==> src/rtl/muldiv_unit_if.sv <==
// Request/response bundle of the iterative multiply/divide unit.
// The core side drives the master modport; the unit uses the slave modport.
interface muldiv_unit_if #(
    parameter int WIDTH = 32
);
    logic             in_valid;
    logic             in_ready;
    logic [2:0]       op;
    logic [WIDTH-1:0] a;
    logic [WIDTH-1:0] b;
    logic             flush;
    logic             out_valid;
    logic             out_ready;
    logic [WIDTH-1:0] result;
    logic [3:0]       status;
    logic             busy;

    modport master (
        output in_valid, op, a, b, flush, out_ready,
        input  in_ready, out_valid, result, status, busy
    );

    modport slave (
        input  in_valid, op, a, b, flush, out_ready,
        output in_ready, out_valid, result, status, busy
    );
endinterface

==> src/rtl/muldiv_unit.sv <==
// Iterative RV32M multiply/divide/remainder unit, one bit per cycle, with
// valid/ready handshakes and the ALU's {N,Z,C,V} status nibble.
module muldiv_unit #(
    parameter int WIDTH = 32
) (
    input  logic          clk,
    input  logic          rstn,
    muldiv_unit_if.slave  bus
);
    localparam int CNT_W = $clog2(WIDTH) + 1;

    localparam logic [1:0] IDLE = 2'd0;
    localparam logic [1:0] CALC = 2'd1;
    localparam logic [1:0] DONE = 2'd2;

    localparam logic [WIDTH-1:0]   ZERO     = {WIDTH{1'b0}};
    localparam logic [WIDTH-1:0]   ONES     = {WIDTH{1'b1}};
    localparam logic [WIDTH-1:0]   MIN_INT  = {1'b1, {(WIDTH-1){1'b0}}};
    localparam logic [CNT_W-1:0]   CNT_INIT = CNT_W'(WIDTH);
    localparam logic [CNT_W-1:0]   CNT_ONE  = {{(CNT_W-1){1'b0}}, 1'b1};

    function automatic logic [3:0] f_status(input logic [WIDTH-1:0] res,
                                            input logic c, input logic v);
        f_status = {res[WIDTH-1], (res == ZERO), c, v};
    endfunction

    logic [1:0]         r_state;
    logic [CNT_W-1:0]   r_cnt;
    logic [2:0]         r_op;
    logic [2*WIDTH-1:0] r_acc;
    logic [WIDTH-1:0]   r_mcand;
    logic               r_neg_q;
    logic               r_neg_r;
    logic               r_in_ready;
    logic               r_out_valid;
    logic               r_busy;
    logic [WIDTH-1:0]   r_result;
    logic [3:0]         r_status;

    logic               w_a_signed;
    logic               w_b_signed;
    logic               w_a_neg;
    logic               w_b_neg;
    logic [WIDTH-1:0]   w_abs_a;
    logic [WIDTH-1:0]   w_abs_b;
    logic               w_accept;
    logic               w_div0;
    logic               w_ovf;
    logic [WIDTH-1:0]   w_fast_res;
    logic [3:0]         w_fast_st;
    logic [WIDTH:0]     w_msum;
    logic [WIDTH:0]     w_mtop;
    logic [WIDTH:0]     w_rsh;
    logic [WIDTH-1:0]   w_diff;
    logic               w_ge;
    logic [2*WIDTH-1:0] w_acc_nxt;
    logic [2*WIDTH-1:0] w_prod;
    logic [WIDTH-1:0]   w_fin_res;
    logic               w_fin_v;

    assign bus.in_ready  = r_in_ready;
    assign bus.out_valid = r_out_valid;
    assign bus.result    = r_result;
    assign bus.status    = r_status;
    assign bus.busy      = r_busy;

    // Operand signedness per funct3: MULHSU treats only rs1 as signed.
    always_comb begin
        w_a_signed = 1'b0;
        w_b_signed = 1'b0;
        case (bus.op)
            3'd0, 3'd1, 3'd4, 3'd6: begin
                w_a_signed = 1'b1;
                w_b_signed = 1'b1;
            end
            3'd2: begin
                w_a_signed = 1'b1;
                w_b_signed = 1'b0;
            end
            default: begin
                w_a_signed = 1'b0;
                w_b_signed = 1'b0;
            end
        endcase
    end

    assign w_a_neg  = w_a_signed & bus.a[WIDTH-1];
    assign w_b_neg  = w_b_signed & bus.b[WIDTH-1];
    assign w_abs_a  = w_a_neg ? (ZERO - bus.a) : bus.a;
    assign w_abs_b  = w_b_neg ? (ZERO - bus.b) : bus.b;
    assign w_accept = bus.in_valid & r_in_ready & ~bus.flush;
    assign w_div0   = bus.op[2] & (bus.b == ZERO);
    assign w_ovf    = bus.op[2] & ~bus.op[0] & (bus.a == MIN_INT) & (bus.b == ONES);

    // Fast-path results for divide-by-zero and MIN_INT / -1.
    always_comb begin
        w_fast_res = ZERO;
        w_fast_st  = 4'b0000;
        if (w_div0) begin
            w_fast_res = bus.op[1] ? bus.a : ONES;
            w_fast_st  = f_status(w_fast_res, 1'b1, 1'b0);
        end else begin
            w_fast_res = bus.op[1] ? ZERO : MIN_INT;
            w_fast_st  = f_status(w_fast_res, 1'b0, 1'b1);
        end
    end

    // One radix-2 step: shift-add for multiply, restoring shift-subtract for divide.
    always_comb begin
        w_msum    = {1'b0, r_acc[2*WIDTH-1:WIDTH]} + {1'b0, r_mcand};
        w_mtop    = r_acc[0] ? w_msum : {1'b0, r_acc[2*WIDTH-1:WIDTH]};
        w_rsh     = r_acc[2*WIDTH-1:WIDTH-1];
        w_ge      = (w_rsh >= {1'b0, r_mcand});
        w_diff    = w_rsh[WIDTH-1:0] - r_mcand;
        w_acc_nxt = {w_mtop, r_acc[WIDTH-1:1]};
        if (r_op[2]) begin
            if (w_ge) begin
                w_acc_nxt = {w_diff, r_acc[WIDTH-2:0], 1'b1};
            end else begin
                w_acc_nxt = {w_rsh[WIDTH-1:0], r_acc[WIDTH-2:0], 1'b0};
            end
        end else begin
            w_acc_nxt = {w_mtop, r_acc[WIDTH-1:1]};
        end
    end

    assign w_prod = r_neg_q ? ({(2*WIDTH){1'b0}} - w_acc_nxt) : w_acc_nxt;

    // Sign fix-up and result selection applied on the last iteration.
    always_comb begin
        w_fin_res = ZERO;
        w_fin_v   = 1'b0;
        if (r_op[2]) begin
            if (r_op[1]) begin
                w_fin_res = r_neg_r ? (ZERO - w_acc_nxt[2*WIDTH-1:WIDTH])
                                    : w_acc_nxt[2*WIDTH-1:WIDTH];
            end else begin
                w_fin_res = r_neg_q ? (ZERO - w_acc_nxt[WIDTH-1:0])
                                    : w_acc_nxt[WIDTH-1:0];
            end
            w_fin_v = 1'b0;
        end else begin
            if (r_op[1:0] == 2'b00) begin
                w_fin_res = w_prod[WIDTH-1:0];
            end else begin
                w_fin_res = w_prod[2*WIDTH-1:WIDTH];
            end
            // The signed product fits in WIDTH bits iff its top WIDTH+1 bits agree.
            if (r_op[1:0] == 2'b11) begin
                w_fin_v = 1'b0;
            end else begin
                w_fin_v = ~((&w_prod[2*WIDTH-1:WIDTH-1]) | ~(|w_prod[2*WIDTH-1:WIDTH-1]));
            end
        end
    end

    // Control FSM, iteration datapath and registered outputs.
    always_ff @(posedge clk or negedge rstn) begin
        if (!rstn) begin
            r_state     <= IDLE;
            r_cnt       <= {CNT_W{1'b0}};
            r_op        <= 3'd0;
            r_acc       <= {(2*WIDTH){1'b0}};
            r_mcand     <= ZERO;
            r_neg_q     <= 1'b0;
            r_neg_r     <= 1'b0;
            r_in_ready  <= 1'b1;
            r_out_valid <= 1'b0;
            r_busy      <= 1'b0;
            r_result    <= ZERO;
            r_status    <= 4'b0000;
        end else begin
            case (r_state)
                IDLE: begin
                    if (w_accept) begin
                        r_op       <= bus.op;
                        r_acc      <= {ZERO, w_abs_a};
                        r_mcand    <= w_abs_b;
                        r_neg_q    <= w_a_neg ^ w_b_neg;
                        r_neg_r    <= w_a_neg;
                        r_in_ready <= 1'b0;
                        r_busy     <= 1'b1;
                        if (w_div0 | w_ovf) begin
                            r_state     <= DONE;
                            r_result    <= w_fast_res;
                            r_status    <= w_fast_st;
                            r_out_valid <= 1'b1;
                        end else begin
                            r_state <= CALC;
                            r_cnt   <= CNT_INIT;
                        end
                    end
                end
                CALC: begin
                    if (bus.flush) begin
                        r_state    <= IDLE;
                        r_cnt      <= {CNT_W{1'b0}};
                        r_in_ready <= 1'b1;
                        r_busy     <= 1'b0;
                    end else begin
                        r_acc <= w_acc_nxt;
                        r_cnt <= r_cnt - CNT_ONE;
                        if (r_cnt == CNT_ONE) begin
                            r_state     <= DONE;
                            r_result    <= w_fin_res;
                            r_status    <= f_status(w_fin_res, 1'b0, w_fin_v);
                            r_out_valid <= 1'b1;
                        end
                    end
                end
                DONE: begin
                    if (bus.flush | bus.out_ready) begin
                        r_state     <= IDLE;
                        r_out_valid <= 1'b0;
                        r_in_ready  <= 1'b1;
                        r_busy      <= 1'b0;
                    end
                end
                default: begin
                    r_state     <= IDLE;
                    r_cnt       <= {CNT_W{1'b0}};
                    r_out_valid <= 1'b0;
                    r_in_ready  <= 1'b1;
                    r_busy      <= 1'b0;
                end
            endcase
        end
    end
endmodule

==> src/flat_wrapper.sv <==
// flat-port wrapper written by rule: the top's interface ports become plain ports
module muldiv_unit_flat 
#(
    parameter int WIDTH = 32
)
  (clk, rstn, bus_in_valid, bus_op, bus_a, bus_b, bus_flush, bus_out_ready, bus_in_ready, bus_out_valid, bus_result, bus_status, bus_busy);
  muldiv_unit_if #(.WIDTH(WIDTH)) bus_i ();
  input  logic clk;
  input  logic rstn;
  input wire logic [$bits(bus_i.in_valid)-1:0] bus_in_valid;
  input wire logic [$bits(bus_i.op)-1:0] bus_op;
  input wire logic [$bits(bus_i.a)-1:0] bus_a;
  input wire logic [$bits(bus_i.b)-1:0] bus_b;
  input wire logic [$bits(bus_i.flush)-1:0] bus_flush;
  input wire logic [$bits(bus_i.out_ready)-1:0] bus_out_ready;
  output wire logic [$bits(bus_i.in_ready)-1:0] bus_in_ready;
  output wire logic [$bits(bus_i.out_valid)-1:0] bus_out_valid;
  output wire logic [$bits(bus_i.result)-1:0] bus_result;
  output wire logic [$bits(bus_i.status)-1:0] bus_status;
  output wire logic [$bits(bus_i.busy)-1:0] bus_busy;
  assign bus_i.in_valid = bus_in_valid;
  assign bus_i.op = bus_op;
  assign bus_i.a = bus_a;
  assign bus_i.b = bus_b;
  assign bus_i.flush = bus_flush;
  assign bus_i.out_ready = bus_out_ready;
  assign bus_in_ready = bus_i.in_ready;
  assign bus_out_valid = bus_i.out_valid;
  assign bus_result = bus_i.result;
  assign bus_status = bus_i.status;
  assign bus_busy = bus_i.busy;
  muldiv_unit #(.WIDTH(WIDTH)) u_core (.clk(clk), .rstn(rstn), .bus(bus_i));
endmodule
==> config.mk <==
export PLATFORM = sky130hd
export DESIGN_NAME = muldiv_unit_flat
export DESIGN_NICKNAME = d
export VERILOG_FILES = /design/src/rtl/muldiv_unit_if.sv /design/src/rtl/muldiv_unit.sv /design/src/flat_wrapper.sv
export SDC_FILE = /design/constraint.sdc
export NUM_CORES = 1
export LEC_CHECK = 0
export CAP_MARGIN = 0
export CORE_ASPECT_RATIO = 1.1
export CORE_MARGIN = 5
export CORE_UTILIZATION = 55
export CTS_CLUSTER_SIZE = 28
export DETAILED_ROUTE_END_ITERATION = 7
export PLACE_DENSITY_LB_ADDON = 0.05
export SETUP_SLACK_MARGIN = 0.05
export SYNTH_ARGS = -nofsm -noshare
export SYNTH_HDL_FRONTEND = slang
export SYNTH_SLANG_ARGS = --single-unit
export TNS_END_PERCENT = 30
==> constraint.sdc <==
create_clock -name clk -period 5.9 [get_ports clk]
set_input_delay 0.885 -clock clk [delete_from_list [all_inputs] [get_ports clk]]
set_output_delay 0.885 -clock clk [all_outputs]
set_load 0.01 [all_outputs]
Word-level counts from Yosys, hierarchy flattened
Cells that the tools add are included.
{"block": "word_totals", "reg_bits": 148, "inputBits": 72, "elab_cells": 130}
{"block": "classes", "n_addsub": 8, "n_lt_le_gt_ge": 1, "eq_ne": 18, "muxes": 55, "bitwise_logic": 17, "reduce_logical": 19}
{"cell": "two-way mux 32 bit", "n": 14}
{"cell": "two-way mux 64 bit", "n": 5}
{"cell": "zero test 32 bit", "n": 4}
{"cell": "case mux 64 bit (2 select lines)", "n": 1}
{"cell": "subtractor 1 x 32 -> 32 bit, first input constant", "n": 4}
{"cell": "equality test 32 bit, second input constant", "n": 2}
{"cell": "case mux 32 bit (2 select lines)", "n": 1}
{"cell": "subtractor 1 x 64 -> 64 bit, first input constant", "n": 1}
{"cell": "adder 32 x 32 -> 33 bit", "n": 1}
{"cell": "greater-or-equal comparator 33 x 32 -> 1 bit", "n": 1}
{"cell": "two-way mux 33 bit", "n": 1}
{"cell": "AND reduction 33 bit", "n": 1}
{"cell": "OR reduction 33 bit", "n": 1}
{"cell": "subtractor 32 bit", "n": 1}
{"cell": "two-way mux 4 bit", "n": 5}
{"cell": "two-way mux 6 bit", "n": 3}
{"cell": "case mux 6 bit (3 select lines)", "n": 1}
{"cell": "two-way mux 1 bit", "n": 14}
{"cell": "AND reduction 3 bit", "n": 4}
{"cell": "two-way mux 2 bit", "n": 5}
{"cell": "AND reduction 5 bit", "n": 2}
{"cell": "case mux 1 bit (3 select lines)", "n": 3}
{"cell": "bitwise AND 1 bit", "n": 8}
{"cell": "!= test 2 x 1 -> 1 bit, second input constant", "n": 4}
{"cell": "other kinds (20)", "n": 31}

Longest topological paths before layout
{"block": "logic_depth", "depth_word": 14, "ltp_mapped": 26, "mapped_depth_nobuf": 23}

Least setup slack after synthesis
Ideal clock, no wire load.
{"block": "synth_timing", "path_type": "flip-flop to flip-flop", "from": "register u_core.r_mcand[1]", "to": "register u_core.r_status[2] (netlist: u_core.bus.status[2])", "arrival_time_ps": 5317, "t_required_ps": 5782, "setup_slack_ps": 465, "stages_incl_launch_ff": 26, "path_buffers": 3, "synth_period_minus_slack_ps": 5435, "cell_sequence": "dfrtp_1 -> inv_1 -> ha_1 -> nor2b_1 -> o2111ai_1 -> a211oi_2 -> o31ai_2 -> buf_2 -> a21oi_1 -> a21oi_1 -> ha_1 -> o2111ai_1 -> or3_1 -> nor2_1 -> and3_1 -> clkbuf_1 -> nand3_1 -> nor4_2 -> nand3_1 -> or2_0 -> clkbuf_1 -> a221o_1 -> a21oi_1 -> nor4_1 -> and4_1 -> a21o_1"}
{"block": "synth_via", "elab_chain_len": 11, "word_cells_on_any_way": 19}
{"element": "start: declaration", "line": "muldiv_unit.sv:31", "source": "logic [WIDTH-1:0] r_mcand;"}
{"element": "start signal: assignment", "line": "muldiv_unit.sv:178", "source": "r_mcand <= w_abs_b;"}
{"element": "adder 32 x 32 -> 33 bit, or another cell as far along", "line": "muldiv_unit.sv:110", "source": "w_msum = {1'b0, r_acc[2*WIDTH-1:WIDTH]} + {1'b0, r_mcand};"}
{"element": "two-way mux 33 bit or two-way mux 64 bit (tied branches)", "line": "muldiv_unit.sv:111, muldiv_unit.sv:117"}
{"element": "two-way mux 64 bit *", "line": "muldiv_unit.sv:116", "source": "if (r_op[2]) begin"}
{"element": "subtractor 1 x 64 -> 64 bit, or another cell as far along", "line": "muldiv_unit.sv:127", "source": "assign w_prod = r_neg_q ? ({(2*WIDTH){1'b0}} - w_acc_nxt) : w_acc_nxt;"}
{"element": "two-way mux 64 bit, or another cell as far along", "line": "muldiv_unit.sv:127"}
{"element": "two-way mux 32 bit (on tied branches)", "line": "muldiv_unit.sv:143, muldiv_unit.sv:134"}
{"element": "two-way mux 32 bit *", "line": "muldiv_unit.sv:133", "source": "if (r_op[2]) begin"}
{"element": "zero test 32 bit *", "line": "muldiv_unit.sv:24", "source": "f_status = {res[WIDTH-1], (res == ZERO), c, v};"}
{"element": "two-way mux 4 bit *", "line": "muldiv_unit.sv:203", "source": "if (r_cnt == CNT_ONE) begin"}
{"element": "two-way mux 4 bit *", "line": "muldiv_unit.sv:195", "source": "if (bus.flush) begin"}
{"element": "case mux 4 bit (2 select lines) *", "line": "muldiv_unit.sv:173", "source": "case (r_state)"}
{"element": "end signal: assignment", "line": "muldiv_unit.sv:186", "source": "r_status <= w_fast_st;"}
{"element": "end signal: assignment", "line": "muldiv_unit.sv:206", "source": "r_status <= f_status(w_fin_res, 1'b0, w_fin_v);"}
{"element": "end: declaration", "line": "muldiv_unit.sv:38", "source": "logic [3:0] r_status;"}
Mark *: on every way between the ends. The rest lies on a longest branch, timed or not. The select of a mux whose other input is x is not followed.
A chain may end at the register's enable or synchronous reset.

Worst setup path in the final report
{"block": "layout_timing", "from": "register u_core.r_acc[53]", "to": "register u_core.r_status[2] (netlist: u_core.bus.status[2])"}
{"block": "layout_via", "elab_chain_len": 11, "word_cells_on_any_way": 19}
{"element": "start: declaration", "line": "muldiv_unit.sv:30", "source": "logic [2*WIDTH-1:0] r_acc;"}
{"element": "start signal: assignment", "line": "muldiv_unit.sv:163", "source": "r_acc <= {(2*WIDTH){1'b0}};"}
{"element": "start signal: assignment", "line": "muldiv_unit.sv:177", "source": "r_acc <= {ZERO, w_abs_a};"}
{"element": "start signal: assignment", "line": "muldiv_unit.sv:201", "source": "r_acc <= w_acc_nxt;"}
{"element": "adder 32 x 32 -> 33 bit, or another cell as far along", "line": "muldiv_unit.sv:110"}
{"element": "two-way mux 33 bit or two-way mux 64 bit (tied branches)", "line": "muldiv_unit.sv:111, muldiv_unit.sv:117"}
{"element": "two-way mux 64 bit *", "line": "muldiv_unit.sv:116"}
{"element": "subtractor 1 x 64 -> 64 bit, or another cell as far along", "line": "muldiv_unit.sv:127"}
{"element": "two-way mux 64 bit, or another cell as far along", "line": "muldiv_unit.sv:127"}
{"element": "two-way mux 32 bit (on tied branches)", "line": "muldiv_unit.sv:143, muldiv_unit.sv:134"}
{"element": "two-way mux 32 bit *", "line": "muldiv_unit.sv:133"}
{"element": "zero test 32 bit *", "line": "muldiv_unit.sv:24"}
{"element": "two-way mux 4 bit *", "line": "muldiv_unit.sv:203"}
{"element": "two-way mux 4 bit *", "line": "muldiv_unit.sv:195"}
{"element": "case mux 4 bit (2 select lines) *", "line": "muldiv_unit.sv:173"}
Marks and branches as above.

==> impl_metrics.yaml <==
status:
  status: "finished, violations left"
  violations: "design-rule violations"
cts:
  insertion_delay_ns: 0.47
  cts_htree_levels: 4
  cts_tree: "done"
  numCtsBuffers: 17
  clock_sinks: 147
  root_buffer: "clkbuf_16"
  clkSlewWorstSetupHoldPaths_ns: 0.08
  clk_path_buf_depth: 2
routing:
  ant_nets: 0
  post_drt_wl_per_cell_um: 26.8
  drcViolationCount: 19
  drtPass1Iterations: 8
  wl_um: 80600
  vias: 20942
  dr.first_iter.drc_count: 2811
  via_per_inst: 6.96
synthesis:
  synth_top_area_share_pct: 21.1
  netlist.top_cell.by_area: "dfrtp_1"
  async_reset_ff_share_pct: 100
  synth_seq_cells: 147
  yosysWarnings: 0
  synth_area_leaders: "dfrtp_1 (21%), o21ai_0 (6.5%), nand2_1 (6.3%)"
  yosysUniqueCellTypes: 110
  synth_edf_count: 0
  ys_top_cells_by_count: "nand2_1 (292), nor2_1 (230), o21ai_0 (227)"
  syn_inst: 2415
  post-synth-top-count-cell: "nand2_1"
  avgSynthCellArea_sq_um: 7.18
  syn-num-nets: 2559
  synthesis.area_sq_um: 17400
  ys.flop_type: "dfrtp_1"
  synth_seq_area_share_pct: 21.2
setup_path:
  crit_top_cell: "a21oi_2"
  cpPeakStageDelay_ns: 0.47
  arrival_ns: 6.07
  slowest_stage: "dfrtp_1"
  worst_ep_required_time_ns: 6.30
  worstPathCellList: "ha_1 > a21oi_1 > o21ai_0 > a22oi_2 > and4_1 > a21oi_2 > a21oi_2 > ha_1 > o2111ai_1 > or3_1 > nor2_2 > nand3_1 > buf_4 > nand2_1 > xnor2_1 > o21ai_0 > a21oi_2 > buf_4 > nand4b_1 > nor4_4 > nand3b_1 > nor4_1 > and4_1 > a21o_1"
  cp-end-kind: "flop"
  start_kind: "flop"
  crit_fanout: 7
  critPathKind: "flop to flop"
floorplanning:
  die_w_um: 179
  num_rows: 68
  initial_core_util_pct: 55.4
  die_area_sq_um: 35200
  core_area_sq_um: 31300
  die_y_um: 196
  ios: 111
hold_path:
  hold_path_class: "flop to flop"
timing:
  tightest_slew_ns: 1.39
  slew_headroom_pct: 7.21
  rsz0062_at_grt: "false"
  setup_tns_ns: 0
  hold_violations: 0
  setup_viol: 0
  report.final.slew_viol_count: 0
  max_freq_mhz: 176
  period_minus_slack_ns: 5.67
  period_share_pct: 96.1
  clock-skew-final_ns: 0.0246
job:
  maxCapViolCount: 0
placement:
  place.gp.congestion: 1.08
  dp_hpwl_um: 61900
  portBuffers: 110
grt:
  grt_pass1_vias: 20181
  grt_pass1_wl_um: 121000
  antenna_found_initial: 2
  track_usage_pct: 45.2
  grt_overflow: 0
  grt_max_degree: 105
power_and_ir_drop:
  fin_total_pwr_mw: 2.62
  powerDensity_nw_per_um2: 128
  leakagePower_nw: 8.91
  vdd_drop_max_mv: 0.161
layout:
  final_nets: 2721
  areaGrowthSynthToFinish_pct: 17.8
  drive_gt1_share_pct: 12.5
  antenna_cells: 0
[final cells by class]
type | instances | area, sq um
multi-input cells | 2041 | 12900
clock inverters | 14 | 135
fillers | 2808 | 10900
flip-flops and latches | 147 | 3690
clock buffers | 18 | 429
inverters | 73 | 274
well taps | 420 | 526
repair buffers | 297 | 2510
[what timing repair did]
| action | 4_1_cts | 5_1_grt |
|---|---|---|
| hold buffers | 0 | 0 |
| setup endpoints to repair | 1 | 13 |
| gates resized for setup | 3 | 18 |
| pin swaps | 0 | 1 |
| buffers inserted | 0 | 0 |
[power breakdown]
| part | total [mW] | switching, mW | internal [mW] |
|---|---|---|---|
| registers | 1.02 | 0.00650 | 1.01 |
| clock network | 1.13 | 0.569 | 0.562 |
| logic | 0.474 | 0.286 | 0.188 |
| total | 2.62 | 0.861 | 1.76 |
[final timing paths]
path | from | end | slack [ns] | cells after the start
setup / recovery | u_core.r_acc[53]$_DFFE_PN0P_ | u_core.bus.status[2]$_DFFE_PN0P_ | 0.23 | 24
hold / removal | u_core.bus.out_valid$_DFFE_PN0P_ | u_core.bus.out_valid$_DFFE_PN0P_ | 0.50 | 1
setup reg to reg | u_core.r_acc[53]$_DFFE_PN0P_ | u_core.bus.status[2]$_DFFE_PN0P_ | 0.23 | 24
hold reg to reg | u_core.bus.out_valid$_DFFE_PN0P_ | u_core.bus.out_valid$_DFFE_PN0P_ | 0.50 | 1
max in group asynchronous | rstn | u_core.r_acc[30]$_DFFE_PN0P_ | 4.09 | 2
min in group asynchronous | rstn | u_core.r_cnt[3]$_DFFE_PN0P_ | 0.57 | 1
[sequential cells by signal, indices dropped and copies added, names as in the netlist]
signal	flops
u_core.r_acc	64
u_core.bus.result	32
u_core.r_mcand	32
u_core.r_cnt	6
u_core.bus.status	3
u_core.r_op	3
u_core.r_state	2
u_core.bus.busy	1
u_core.bus.in_ready	1
u_core.bus.out_valid	1
u_core.r_neg_q	1
u_core.r_neg_r	1
[logic make-up (layout without fill, tap and decap cells)]
group / Yosys count / after routing / synth area share (%)
flops: 147 / 147 / 21.2
xor+xnor: 162 / 162 / 8.18
mux: 49 / 49 / 2.93
simple gates: 972 / 972 / 27.8
buf+inv: 227 / 402 / 5.30
fa+ha+maj: 72 / 72 / 5.28
compound gates: 786 / 786 / 29.3
[through the flow]
step	cells	utilization [%]	cell area [sq um]	setup WS (ns)	hold WS, ns
2_1_floorplan	2415	-	17400	0.465	0.462
3_3_place_gp	2977	63.1	19800	-0.0439	0.473
3_5_place_dp	2977	63.1	19800	-0.118	0.489
4_1_cts	3009	65.0	20400	0.0763	0.506
5_1_grt	3010	65.3	20400	0.0550	0.539
6_report	3010	65.3	20400	0.230	0.504
[worst max-delay path, delay by kind of cell, from the launching register on]
family | cells | cell delay (ns)
buffers and inverters | 2 | 0.39
DFF | 1 | 0.47
AOI/OAI and AO/OA | 9 | 1.74
and+or+nand+nor | 10 | 2.28
xor gates and xnor gates | 1 | 0.11
adders and majority gates | 2 | 0.63
[cells in the final DEF, fill, tap and decap left out, types with 22 or more instances in the layout]
cell / netlist / final
a21oi_1: 192 / 188
buf_4: 4 / 186
a211oi_1: 23 / 22
inv_1: 69 / 69
nand3_1: 96 / 96
a31oi_1: 55 / 55
nor2_1: 230 / 228
o31ai_1: 29 / 29
or3_1: 26 / 26
mux2i_1: 35 / 35
xnor2_1: 85 / 85
xor2_1: 77 / 77
clkdlybuf4s50_1: 0 / 109
o211ai_1: 32 / 32
a21o_1: 30 / 30
dfrtp_1: 146 / 143
nand4_1: 47 / 47
ha_1: 70 / 68
nand2_1: 292 / 292
nand2b_1: 39 / 36
nor3_1: 74 / 74
o21ai_0: 227 / 225
nor4_1: 30 / 28
[layer usage]
| metal | track usage, % | wire length [um] | part of all wire [%] |
|---|---|---|---|
| met1 | 51.3 | 27500 | 34 |
| met2 | 70.0 | 35500 | 44 |
| met3 | 11.0 | 8200 | 10 |
| met4 | 39.5 | 9340 | 12 |
| met5 | 0 | 27 | 0.034 |
Power figures use the tool's default switching activity.
